### src/rtl/mem_dump_unit.sv
// Post-run data-memory reader: streams a framed, checksummed image of data memory
// (header, word count, big-endian words, XOR checksum) over a byte valid/ready channel.
module mem_dump_unit #(
  parameter int WORDS  = 64,
  parameter int ADDR_W = 6
) (
  input  logic              clk,
  input  logic              rst,
  input  logic              halt,
  input  logic              dump_req,
  output logic              mem_ren,
  output logic [ADDR_W-1:0] mem_raddr,
  input  logic [31:0]       mem_rdata,
  output logic [7:0]        tx_data,
  output logic              tx_valid,
  input  logic              tx_ready,
  output logic              busy,
  output logic              done
);

  typedef enum logic [3:0] {
    S_IDLE   = 4'd0,
    S_HDR    = 4'd1,
    S_CNT_HI = 4'd2,
    S_CNT_LO = 4'd3,
    S_RD     = 4'd4,
    S_WAIT   = 4'd5,
    S_SEND   = 4'd6,
    S_CSUM   = 4'd7,
    S_DONE   = 4'd8
  } state_e;

  localparam logic [15:0]       WORDS_CNT = 16'(WORDS);
  localparam logic [ADDR_W-1:0] LAST_ADDR = ADDR_W'(WORDS - 1);
  localparam logic [7:0]        HDR_BYTE  = 8'hA5;

  function automatic logic [7:0] word_byte(input logic [31:0] w, input logic [1:0] idx);
    case (idx)
      2'd0:    return w[31:24];
      2'd1:    return w[23:16];
      2'd2:    return w[15:8];
      default: return w[7:0];
    endcase
  endfunction

  state_e              state_q, state_d;
  logic [ADDR_W-1:0]   addr_q, addr_d;
  logic [1:0]          idx_q, idx_d;
  logic [31:0]         word_q, word_d;
  logic [7:0]          csum_q, csum_d;
  logic                halt_prev_q, halt_prev_d;
  logic                tx_valid_q, tx_valid_d;
  logic [7:0]          tx_data_q, tx_data_d;
  logic                mem_ren_q, mem_ren_d;
  logic [ADDR_W-1:0]   mem_raddr_q, mem_raddr_d;
  logic                busy_q, busy_d;
  logic                done_q, done_d;
  logic                trigger_s;
  logic                accept_s;
  logic [7:0]          cur_byte_s;

  // Next-state logic; outputs are derived from the next state so they leave flops.
  always_comb begin
    state_d     = state_q;
    addr_d      = addr_q;
    idx_d       = idx_q;
    word_d      = word_q;
    csum_d      = csum_q;
    halt_prev_d = halt;
    trigger_s   = dump_req | (halt & ~halt_prev_q);
    accept_s    = tx_valid_q & tx_ready;
    cur_byte_s  = word_byte(word_q, idx_q);

    case (state_q)
      S_IDLE, S_DONE: begin
        if (trigger_s) begin
          state_d = S_HDR;
          csum_d  = 8'h00;
          addr_d  = '0;
          idx_d   = 2'd0;
        end else begin
          state_d = state_q;
        end
      end
      S_HDR:    state_d = accept_s ? S_CNT_HI : S_HDR;
      S_CNT_HI: state_d = accept_s ? S_CNT_LO : S_CNT_HI;
      S_CNT_LO: state_d = accept_s ? S_RD : S_CNT_LO;
      S_RD:     state_d = S_WAIT;
      S_WAIT: begin
        word_d  = mem_rdata;
        idx_d   = 2'd0;
        state_d = S_SEND;
      end
      S_SEND: begin
        if (accept_s) begin
          csum_d = csum_q ^ cur_byte_s;
          if (idx_q != 2'd3) begin
            idx_d = idx_q + 2'd1;
          end else if (addr_q == LAST_ADDR) begin
            state_d = S_CSUM;
          end else begin
            addr_d  = addr_q + ADDR_W'(1);
            state_d = S_RD;
          end
        end else begin
          state_d = S_SEND;
        end
      end
      S_CSUM:   state_d = accept_s ? S_DONE : S_CSUM;
      default:  state_d = S_IDLE;
    endcase

    tx_valid_d = 1'b0;
    tx_data_d  = 8'h00;
    case (state_d)
      S_HDR:    begin tx_valid_d = 1'b1; tx_data_d = HDR_BYTE;         end
      S_CNT_HI: begin tx_valid_d = 1'b1; tx_data_d = WORDS_CNT[15:8];  end
      S_CNT_LO: begin tx_valid_d = 1'b1; tx_data_d = WORDS_CNT[7:0];   end
      S_SEND:   begin tx_valid_d = 1'b1; tx_data_d = word_byte(word_d, idx_d); end
      S_CSUM:   begin tx_valid_d = 1'b1; tx_data_d = csum_d;           end
      default:  begin tx_valid_d = 1'b0; tx_data_d = 8'h00;            end
    endcase

    mem_ren_d   = (state_d == S_RD);
    mem_raddr_d = addr_d;
    busy_d      = (state_d != S_IDLE) && (state_d != S_DONE);
    done_d      = (state_d == S_DONE);
  end

  // State and output registers with synchronous reset.
  always_ff @(posedge clk) begin
    if (rst) begin
      state_q     <= S_IDLE;
      addr_q      <= '0;
      idx_q       <= 2'd0;
      word_q      <= 32'h0000_0000;
      csum_q      <= 8'h00;
      halt_prev_q <= 1'b0;
      tx_valid_q  <= 1'b0;
      tx_data_q   <= 8'h00;
      mem_ren_q   <= 1'b0;
      mem_raddr_q <= '0;
      busy_q      <= 1'b0;
      done_q      <= 1'b0;
    end else begin
      state_q     <= state_d;
      addr_q      <= addr_d;
      idx_q       <= idx_d;
      word_q      <= word_d;
      csum_q      <= csum_d;
      halt_prev_q <= halt_prev_d;
      tx_valid_q  <= tx_valid_d;
      tx_data_q   <= tx_data_d;
      mem_ren_q   <= mem_ren_d;
      mem_raddr_q <= mem_raddr_d;
      busy_q      <= busy_d;
      done_q      <= done_d;
    end
  end

  assign tx_valid  = tx_valid_q;
  assign tx_data   = tx_data_q;
  assign mem_ren   = mem_ren_q;
  assign mem_raddr = mem_raddr_q;
  assign busy      = busy_q;
  assign done      = done_q;

endmodule

### config.mk
export PLATFORM = sky130hd
export DESIGN_NAME = mem_dump_unit
export DESIGN_NICKNAME = d
export VERILOG_FILES = /design/src/rtl/mem_dump_unit.sv
export SDC_FILE = /design/constraint.sdc
export NUM_CORES = 1
export LEC_CHECK = 0
export CORE_ASPECT_RATIO = 0.9
export CORE_MARGIN = 2
export CORE_UTILIZATION = 50
export DETAILED_ROUTE_END_ITERATION = 16
export PLACE_DENSITY = 0.76
export SYNTH_ARGS = -nofsm -noshare
export SYNTH_HDL_FRONTEND = slang
export SYNTH_SLANG_ARGS = --single-unit
### constraint.sdc
create_clock -name clk -period 2.3 [get_ports clk]
set_input_delay 0.69 -clock clk [delete_from_list [all_inputs] [get_ports clk]]
set_output_delay 0.69 -clock clk [all_outputs]
set_load 0.005 [all_outputs]
==> results_dict.tcl <==
set metrics [dict create \
    synth_compound_area_frac 0.2067 \
    synth_fp_nets 397 \
    pre_cts_ws_ps -355.5 \
    start_util 0.5199 \
    synthAdderAreaFrac 0.003893 \
    criticalPathCategory "in2reg" \
    drt_iter0_drc 210 \
    path_clk_slew_ps 70 \
    fin_crit_ps 2130 \
    power_mw 2.274 \
    fill_cells 523 \
    num_vias 3170 \
    cts_tree "done" \
    layout_common_cells "dfxtp_1 (65), clkdlybuf4s50_1 (52), buf_4 (46)" \
    r2r-start "state_q[0]" \
    htreeDepth 3 \
    finalMaxSlewViolations 0 \
    wl_per_cell_um 16.73 \
    peakVddDrop_mv 0.3694 \
    crit_required_ps 2560 \
    dieArea_um2 7087 \
    yosysWarnings 0 \
    status "finished clean" \
    synth_seq_area_share 0.4048 \
    overflow 0 \
    synthSimpleGateAreaFrac 0.2032 \
    syn_inst 359 \
    grt_pass1_vias 2918 \
    rows 27 \
    drive_above_1_share 0.1929 \
    gp_congestion 0.8872 \
    p_per_area_nw_per_um2 526.5 \
    start_kind "input port" \
    cts.sinks 65 \
    synth-xor-area-share 0.01362 \
    layout_commonest_cell "dfxtp_1" \
    antenna_found_initial 0 \
    yosysTopAreaCellShare 0.4048 \
    wirelength_um 9003 \
    critPathMaxFanout 8 \
    end_kind "flop" \
    setup_ws_ps 169.8 \
    grt_max_degree 32 \
    netlist_area_um2 3214 \
    drv_cap 0 \
    reg2reg_slack_ps 190 \
    ys_ff_latch 65 \
    drt_pass1_iterations 4 \
    final_hold_viol_count 0 \
    clk_latency_ps 330 \
    synth_top_family_by_area "compound AO/OA/AOI/OAI gates" \
    regArea_um2 1301 \
    fin_crit_sh 0.9262 \
    rsz0062_at_grt "no" \
    nNetsFinal 486 \
    crit_path_start "dump_req" \
    gr-usage-all-layers 0.2671 \
    post_synth.cell_area_avg_um2 8.954 \
    place.port_buffers 54 \
    timing.hold.worst.class "reg2reg" \
    worst_pin_slew_ps 371.7 \
    crit_end "tx_data[7]" \
    utilization 0.6986 \
    cts_buffers 9 \
    muxShareOfSynthArea 0.1246 \
    fin_skew_ps 8.524 \
    ios 55 \
    finalSetupViolCount 0 \
    synth.area.top_cells "dfxtp_1 (40%), mux2i_1 (9.7%), nand2_1 (4.8%)" \
    relSlewSlack 0.7509 \
    synth_top_cell_by_area "dfxtp_1" \
    synthArstFlopShare 0 \
    worstReg2RegEnd "tx_data[7]" \
    coreArea_um2 6182 \
    antenna_left 0 \
    diodes 0 \
    reg2reg_depth 8 \
    die_y_um 80.07 \
    area_delta_synth_final_pct 34.37 \
    multi_input_area_um2 1822 \
    post-dp-hpwl_um 6687 \
    dominantRegCellSynth "dfxtp_1" \
    synth-edff-count 0 \
    clockRootBuffer "clkbuf_8" \
    arrival_ps 2390 \
    drc 0 \
    leakagePower_nw 1.754 \
    via_per_inst 5.892 \
    fmax_mhz 469.4 \
    cts.path.max_buffers 2 \
    die_w_um 88.52 \
    grt_pass1_wl_um 14380 \
    ys_types 57 \
]
[power by group]
| part | total [mW] | switching (mW) | leakage, nW | internal, mW |
|---|---|---|---|---|
| Sequential | 1.17 | 0.0216 | 0.526 | 1.15 |
| Combinational | 0.318 | 0.140 | 1.15 | 0.178 |
| Clock | 0.788 | 0.415 | 0.0778 | 0.373 |
| Total | 2.27 | 0.577 | 1.75 | 1.70 |
[metal layers]
layer / vias to the layer above / track usage / wire, µm / share of wire
li1: 1499 / - / - / -
met1: 1546 / 0.3636 / 4133 / 0.46
met2: 114 / 0.4188 / 4295 / 0.48
met3: 11 / 0.05755 / 479 / 0.053
met4: 0 / 0.09242 / 95 / 0.011
met5: - / 0 / 0 / 0
[layout make-up]
cell class | count | area share
inverter | 4 | 0.003476
timing repair buffer | 102 | 0.2135
clock inverter | 4 | 0.005214
sequential | 65 | 0.3013
tap | 87 | 0.02520
multi-input combinational | 266 | 0.4218
clock buffer | 10 | 0.02955
[flip-flops by register name, summed over array words and instances, names as in the netlist, 2 cells and up]
register,cells
csum_q,8
tx_data,8
word_q,32
mem_raddr,6
idx_q,2
state_q,4
[cell families after synthesis]
family          after synthesis
fa+ha+maj                     1
xor+xnor                      5
mux                          35
flops                        65
simple gates                132
buf+inv                      28
compound gates               93
[synth_stat cells, drive strengths merged (3+ instances only)]
master	count
a31oi	9
o22ai	4
o21bai	4
and3b	5
nor2b	3
o22a	4
nand3	13
nand4	4
mux4	4
xor2	3
nand2b	3
a21o	3
nor2	39
nand2	41
inv	4
or3	3
o2111ai	7
buf	15
a21oi	33
clkbuf	9
mux2i	31
a22oi	7
o221ai	3
and3	5
o21ai	6
nor3	7
dfxtp	65
[worst max-delay path, stage by stage]
cell and delay [ps]:
clkdlybuf4s50_1 500, o31a_1 290, a211oi_2 290, and3_1 230, buf_6 150, o211ai_1 90
a21oi_1 150
[per-stage QoR]
stage          hold slack [ps]  TNS (ps)  instances  cell area, µm²
3_5_place_dp             468.7     -4106        523            4110
5_1_grt                  513.5         0        538            4319
3_3_place_gp             466.7     -3513        523            4110
2_1_floorplan            446.1         0        359            3214
6_report                 480.8         0        538            4319
4_1_cts                  479.4         0        537            4268
[worst min path at each step]
stage	start	slack (ps)	cells past startpoint	endpoint
finish	word_q[13]	480	2	word_q[13]
global route	word_q[13]	510	2	word_q[13]
CTS	word_q[15]	480	2	word_q[15]
detailed placement	word_q[15]	470	2	word_q[15]
global placement	word_q[13]	470	2	word_q[13]
floorplan	word_q[11]	450	2	word_q[11]
[repair_timing]
item                                    CTS  global route
buffers inserted                          0             1
gates resized for setup                   2            12
endpoints found under the setup margin    3            11
pin swaps                                 0            10
hold buffers                              0             0
hold endpoints to repair                  0             0
No activity file was read; power rests on OpenSTA's default activity.
